**src/rtl/bfly_inject_port_if.sv**
```systemverilog
// rtl/bfly_inject_port_if.sv - source handshake, channel and credit bundle for bfly_inject_port
// Optional pkt_count/stall signals exist only when BFLY_INJ_PKT_CNT_EN is defined.
interface bfly_inject_port_if #(
  parameter int CHANNEL_WIDTH = 18,
  parameter int DEST_WIDTH    = 6
);
  logic                     in_valid;
  logic                     in_ready;
  logic [CHANNEL_WIDTH-3:0] in_data;
  logic [DEST_WIDTH-1:0]    in_dest;
  logic                     in_last;
  logic [CHANNEL_WIDTH-1:0] out_ch;
  logic                     credit_in;
`ifdef BFLY_INJ_PKT_CNT_EN
  logic [15:0]              pkt_count;
  logic                     stall;

  modport master (
    output in_valid, in_data, in_dest, in_last, credit_in,
    input  in_ready, out_ch, pkt_count, stall
  );
  modport slave (
    input  in_valid, in_data, in_dest, in_last, credit_in,
    output in_ready, out_ch, pkt_count, stall
  );
`else
  modport master (
    output in_valid, in_data, in_dest, in_last, credit_in,
    input  in_ready, out_ch
  );
  modport slave (
    input  in_valid, in_data, in_dest, in_last, credit_in,
    output in_ready, out_ch
  );
`endif
endinterface

```
**src/rtl/bfly_inject_port.sv**
```systemverilog
// rtl/bfly_inject_port.sv - butterfly lane injector: payload FIFO, head/body/tail framing, credit pacing
// Optional macro BFLY_INJ_PKT_CNT_EN adds pkt_count and stall outputs.
module bfly_inject_port #(
  parameter int CHANNEL_WIDTH = 18,
  parameter int DEST_WIDTH    = 6,
  parameter int FIFO_DEPTH    = 8,
  parameter int CREDITS       = 4
) (
  input  logic              clk,
  input  logic              rst,
  bfly_inject_port_if.slave bus
);
  localparam int DW = CHANNEL_WIDTH - 2;
  localparam int AW = $clog2(FIFO_DEPTH);
  localparam int CW = $clog2(CREDITS + 1);
  localparam int EW = DEST_WIDTH + 1 + DW;
  localparam logic [AW:0]   FIFO_FULL = (AW+1)'(FIFO_DEPTH);
  localparam logic [AW:0]   CNT_ONE   = (AW+1)'(1);
  localparam logic [AW-1:0] PTR_ONE   = AW'(1);
  localparam logic [CW-1:0] CRED_MAX  = CW'(CREDITS);
  localparam logic [CW-1:0] CRED_ONE  = CW'(1);

  typedef enum logic {IDLE = 1'b0, BODY = 1'b1} state_t;

  state_t                   r_state;
  state_t                   w_state_nxt;
  logic [EW-1:0]            r_mem [FIFO_DEPTH];
  logic [AW-1:0]            r_wr_ptr;
  logic [AW-1:0]            r_rd_ptr;
  logic [AW:0]              r_count;
  logic [CW-1:0]            r_credits;
  logic [CHANNEL_WIDTH-1:0] r_out_ch;
  logic [CHANNEL_WIDTH-1:0] w_flit;
  logic                     w_ready;
  logic                     w_push;
  logic                     w_pop;
  logic                     w_send;
  logic [DEST_WIDTH-1:0]    w_front_dest;
  logic                     w_front_last;
  logic [DW-1:0]            w_front_data;

  // in_ready looks only at the registered count, so a same-cycle pop never frees a slot early
  assign w_ready = (r_count != FIFO_FULL);
  assign w_push  = bus.in_valid && w_ready;
  assign w_send  = (r_count != '0) && (r_credits != '0);
  assign {w_front_dest, w_front_last, w_front_data} = r_mem[r_rd_ptr];

  assign bus.in_ready = w_ready;
  assign bus.out_ch   = r_out_ch;

  always_ff @(posedge clk or posedge rst) begin
    if (rst) begin
      r_state <= IDLE;
    end else begin
      r_state <= w_state_nxt;
    end
  end

  always_comb begin
    w_state_nxt = r_state;
    if (w_send) begin
      case (r_state)
        IDLE:    w_state_nxt = BODY;
        BODY:    w_state_nxt = w_front_last ? IDLE : BODY;
        default: w_state_nxt = IDLE;
      endcase
    end
  end

  // The head flit peeks at the front entry; the word itself is popped with its data flit
  always_comb begin
    w_flit = '0;
    w_pop  = 1'b0;
    if (w_send) begin
      if (r_state == IDLE) begin
        w_flit[CHANNEL_WIDTH-1 -: 2] = 2'b01;
        w_flit[DEST_WIDTH-1:0]       = w_front_dest;
      end else begin
        w_flit = {(w_front_last ? 2'b11 : 2'b10), w_front_data};
        w_pop  = 1'b1;
      end
    end
  end

  always_ff @(posedge clk) begin
    if (w_push) begin
      r_mem[r_wr_ptr] <= {bus.in_dest, bus.in_last, bus.in_data};
    end
  end

  always_ff @(posedge clk or posedge rst) begin
    if (rst) begin
      r_wr_ptr <= '0;
      r_rd_ptr <= '0;
      r_count  <= '0;
    end else begin
      if (w_push) r_wr_ptr <= r_wr_ptr + PTR_ONE;
      if (w_pop)  r_rd_ptr <= r_rd_ptr + PTR_ONE;
      case ({w_push, w_pop})
        2'b10:   r_count <= r_count + CNT_ONE;
        2'b01:   r_count <= r_count - CNT_ONE;
        default: r_count <= r_count;
      endcase
    end
  end

  // A returned credit while already full is dropped; send plus return cancels out
  always_ff @(posedge clk or posedge rst) begin
    if (rst) begin
      r_credits <= CRED_MAX;
      r_out_ch  <= '0;
    end else begin
      r_out_ch <= w_flit;
      if (w_send && !bus.credit_in) begin
        r_credits <= r_credits - CRED_ONE;
      end else if (!w_send && bus.credit_in && (r_credits != CRED_MAX)) begin
        r_credits <= r_credits + CRED_ONE;
      end
    end
  end

`ifdef BFLY_INJ_PKT_CNT_EN
  logic [15:0] r_pkt_count;
  logic        r_stall;

  assign bus.pkt_count = r_pkt_count;
  assign bus.stall     = r_stall;

  always_ff @(posedge clk or posedge rst) begin
    if (rst) begin
      r_pkt_count <= '0;
      r_stall     <= 1'b0;
    end else begin
      if (w_flit[CHANNEL_WIDTH-1 -: 2] == 2'b11) r_pkt_count <= r_pkt_count + 16'd1;
      r_stall <= (r_count != '0) && (r_credits == '0);
    end
  end
`endif
endmodule

```
**src/flat_wrapper.sv**
```systemverilog
// flat-port wrapper written by rule: the top's interface ports become plain ports
module bfly_inject_port_flat 
#(
  parameter int CHANNEL_WIDTH = 18,
  parameter int DEST_WIDTH    = 6,
  parameter int FIFO_DEPTH    = 8,
  parameter int CREDITS       = 4
)
  (clk, rst, bus_in_valid, bus_in_data, bus_in_dest, bus_in_last, bus_credit_in, bus_in_ready, bus_out_ch);
  bfly_inject_port_if #(.CHANNEL_WIDTH(CHANNEL_WIDTH), .DEST_WIDTH(DEST_WIDTH)) bus_i ();
  input  logic clk;
  input  logic rst;
  input wire logic [$bits(bus_i.in_valid)-1:0] bus_in_valid;
  input wire logic [$bits(bus_i.in_data)-1:0] bus_in_data;
  input wire logic [$bits(bus_i.in_dest)-1:0] bus_in_dest;
  input wire logic [$bits(bus_i.in_last)-1:0] bus_in_last;
  input wire logic [$bits(bus_i.credit_in)-1:0] bus_credit_in;
  output wire logic [$bits(bus_i.in_ready)-1:0] bus_in_ready;
  output wire logic [$bits(bus_i.out_ch)-1:0] bus_out_ch;
  assign bus_i.in_valid = bus_in_valid;
  assign bus_i.in_data = bus_in_data;
  assign bus_i.in_dest = bus_in_dest;
  assign bus_i.in_last = bus_in_last;
  assign bus_i.credit_in = bus_credit_in;
  assign bus_in_ready = bus_i.in_ready;
  assign bus_out_ch = bus_i.out_ch;
  bfly_inject_port #(.CHANNEL_WIDTH(CHANNEL_WIDTH), .DEST_WIDTH(DEST_WIDTH), .FIFO_DEPTH(FIFO_DEPTH), .CREDITS(CREDITS)) u_core (.clk(clk), .rst(rst), .bus(bus_i));
endmodule
```
**config.mk**
```make
export PLATFORM = sky130hd
export DESIGN_NAME = bfly_inject_port_flat
export DESIGN_NICKNAME = d
export VERILOG_FILES = /design/src/rtl/bfly_inject_port_if.sv /design/src/rtl/bfly_inject_port.sv /design/src/flat_wrapper.sv
export SDC_FILE = /design/constraint.sdc
export NUM_CORES = 1
export LEC_CHECK = 0
export CORE_UTILIZATION = 54
export CTS_BUF_LIST = sky130_fd_sc_hd__clkbuf_4 sky130_fd_sc_hd__clkbuf_8 sky130_fd_sc_hd__clkbuf_16
export CTS_CLUSTER_DIAMETER = 40
export DETAILED_ROUTE_END_ITERATION = 8
export PLACE_DENSITY = 0.73
export SETUP_SLACK_MARGIN = 0.15
export SYNTH_ARGS = -nofsm -noshare
export SYNTH_HDL_FRONTEND = slang
export SYNTH_SLANG_ARGS = --single-unit
export TNS_END_PERCENT = 50
```
**constraint.sdc**
```tcl
create_clock -name clk -period 6.25 [get_ports clk]
set_input_delay 1.25 -clock clk [delete_from_list [all_inputs] [get_ports clk]]
set_output_delay 1.25 -clock clk [all_outputs]
set_load 0.02 [all_outputs]
```
==> results.json <==
{
  "critPathKind": "reg2out",
  "n_antenna_cell": 0,
  "cts-root-buf": "clkbuf_16",
  "cp_slowest_cell": "or4b_1",
  "period_needed_ns": 3.40,
  "clk_latency_ns": 0.51,
  "cts_setup_buffers": 0,
  "antenna_found_initial": 0,
  "rows": 45,
  "rr_worst_depth": 11,
  "wl_um": 15000,
  "rsz0062_at_grt": "false",
  "fmax_mhz": 294,
  "period_share_pct": 54.4,
  "synth_ff_type": "edfxtp_1",
  "fin_area_sq_um": 9950,
  "synth_top_area_cell": "edfxtp_1",
  "clock_tree.buffer_depth": 3,
  "die_area_sq_um": 16000,
  "synthesis.area_sq_um": 8370,
  "drt_iter0_drc": 311,
  "cts.sinks": 216,
  "cts_tree": "built",
  "async_flop_share_pct": 14.8,
  "vias_per_cell": 5.92,
  "fin_nets": 504,
  "port_buffers": 45,
  "synth_common_cells": "edfxtp_1 (184), mux4_2 (41), dfrtp_1 (31), nor2_1 (21), mux2i_1 (17)",
  "syn-num-nets": 435,
  "drive_gt1_share_pct": 25.5,
  "slew_viol_final": 0,
  "synth_area_leaders": "edfxtp_1 (66%), mux4_2 (11%), dfrtp_1 (9.3%), mux2i_1 (2.0%), mux4_1 (1.6%)",
  "crit_required_ns": 5.00,
  "power_density_nw_per_um2": 492,
  "hold_depth": 2,
  "start_util_pct": 55.2,
  "drtPass1Iterations": 6,
  "grt_overflow": 0,
  "hp-class": "reg2reg",
  "grt_pass1_vias": 4221,
  "hold_violations": 0,
  "ys_seq_area_share_pct": 75.6,
  "slew-limit-headroom_pct": 34.3,
  "die_w_um": 126,
  "outcome": "finished clean",
  "yosysMostFrequentCell": "edfxtp_1",
  "maxCapViolCount": 0,
  "worst-slew-pin-transition_ns": 0.980,
  "placed_area_sq_um": 9080,
  "end_kind": "output pin",
  "die-height_um": 126,
  "skew_ns": 0.00960,
  "antenna_left": 0,
  "io_pins": 46,
  "dp_hpwl_um": 8170,
  "yosysTopAreaCellShare_pct": 66.0,
  "critPathArrivalTime_ns": 2.15,
  "wire_per_inst_um": 22.1,
  "fin_ws_ns": 2.85,
  "cp_cell_sequence": "or4b_1 > clkdlybuf4s50_1",
  "gp_congestion": 0.723,
  "leakage_nw": 3.41,
  "grt_pass1_wl_um": 23700,
  "num_vias": 4019,
  "syn_to_final_growth_pct": 18.9,
  "avgSynthCellArea_sq_um": 20.8,
  "setup_violations": 0,
  "htree_levels": 1,
  "synth_cell_type_count": 43,
  "grt_max_degree": 42,
  "setup_tns_ns": 0,
  "startpoint_type": "flip-flop",
  "cts_hold_buf": 0,
  "cts_made_buffers": 26,
  "yosysWarnings": 0,
  "cts.clk_slew.worst_paths_ns": 0.06,
  "grt_usage_pct": 19.9,
  "route.detailed.drc": 0,
  "netlist_instances": 402,
  "synth_edf_count": 184,
  "pre_cts_slack_ns": 2.45,
  "critPathMaxFanout": 6,
  "cp_slowest_stage_delay_ns": 0.62,
  "core_area_sq_um": 15100,
  "ir_worst_vdd_v": 0.000262,
  "cts_resized": 0,
  "ys_ff_latch": 216
}
-- flip-flops by register name (all words and copies together), names as in the netlist --
signal             count
u_core.r_mem         184
u_core.bus.out_ch     18
u_core.r_count         4
u_core.r_credits       3
u_core.r_rd_ptr        3
u_core.r_wr_ptr        3
u_core.r_state         1
-- stage by stage --
step	std cells	utilization, %	hold slack [ns]	power [mW]
floorplan	402	-	0.490	3.05
global placement	631	60.0	0.525	3.43
detailed placement	631	60.0	0.523	3.48
CTS	679	65.7	0.536	4.95
global route	679	65.7	0.549	5.12
finish	679	65.7	0.531	4.90
-- worst max-delay path: cells and delay by family (launching register included) --
| family | cells | cell delay [ns] |
|---|---|---|
| flops | 1 | 0.46 |
| simple gates | 1 | 0.62 |
| buf+inv | 1 | 0.57 |
-- per-layer routing --
metal | vias up | GRT usage [%] | routed length (um)
li1 | 1772 | - | -
met1 | 2066 | 26.1 | 6160
met2 | 146 | 34.2 | 7740
met3 | 35 | 3.16 | 786
met4 | 0 | 6.59 | 348
met5 | - | 0 | 0
-- final cells by class --
class | count | area (sq um)
Clock buffer | 28 | 683
Clock inverter | 20 | 184
Fill cell | 962 | 5200
Inverter | 4 | 15.0
Multi-Input combinational cell | 165 | 1950
Sequential cell | 216 | 6330
Tap cell | 188 | 235
Timing Repair Buffer | 58 | 548
-- cells by family (layout without fill, tap and decap cells) --
| logic type | after synthesis | after routing | share of synthesized area (%) |
|---|---|---|---|
| muxes | 72 | 72 | 15.9 |
| and+or+nand+nor | 51 | 51 | 3.31 |
| DFF | 216 | 216 | 75.6 |
| AOI/OAI and AO/OA | 27 | 27 | 1.94 |
| xor gates and xnor gates | 9 | 9 | 0.942 |
| buffers and inverters | 21 | 110 | 1.33 |
| adders and majority gates | 6 | 6 | 0.987 |
-- power by group --
| group | internal [mW] | switching (mW) |
|---|---|---|
| sequential | 1.87 | 0.119 |
| clock | 0.882 | 0.576 |
| combinational | 0.684 | 0.770 |
| total | 3.43 | 1.46 |
-- cell usage in the layout, fill, tap and decap left out, drive strengths merged, types with 2 or more instances in the layout --
| cell type | instances |
|---|---|
| mux2 | 9 |
| clkdlybuf4s50 | 45 |
| nor2 | 22 |
| mux4 | 46 |
| nor3 | 3 |
| xor2 | 5 |
| edfxtp | 184 |
| dfrtp | 31 |
| a21oi | 12 |
| inv | 7 |
| clkinvlp | 8 |
| xnor2 | 4 |
| or3 | 3 |
| mux2i | 17 |
| o21ai | 10 |
| nor2b | 3 |
| nand2 | 6 |
| buf | 13 |
| nor3b | 2 |
| nand3 | 3 |
| clkbuf | 28 |
| nand2b | 3 |
| bufinv | 2 |
| clkinv | 7 |
| ha | 5 |
-- worst paths after layout --
path | startpoint | slack, ns | to
setup / recovery | u_core.r_count[2]$_DFFE_PP0P_ | 2.85 | bus_in_ready
hold / removal | u_core.r_wr_ptr[0]$_DFFE_PP0P_ | 0.53 | u_core.r_wr_ptr[0]$_DFFE_PP0P_
setup reg to reg | u_core.r_count[2]$_DFFE_PP0P_ | 3.30 | u_core.r_count[2]$_DFFE_PP0P_
hold reg to reg | u_core.r_wr_ptr[0]$_DFFE_PP0P_ | 0.53 | u_core.r_wr_ptr[0]$_DFFE_PP0P_
max in group asynchronous | rst | 4.75 | u_core.r_credits[2]$_DFFE_PP1P_
min in group asynchronous | rst | 1.15 | u_core.bus.out_ch[9]$_DFF_PP0_
No activity file was read; power rests on OpenSTA's default activity.
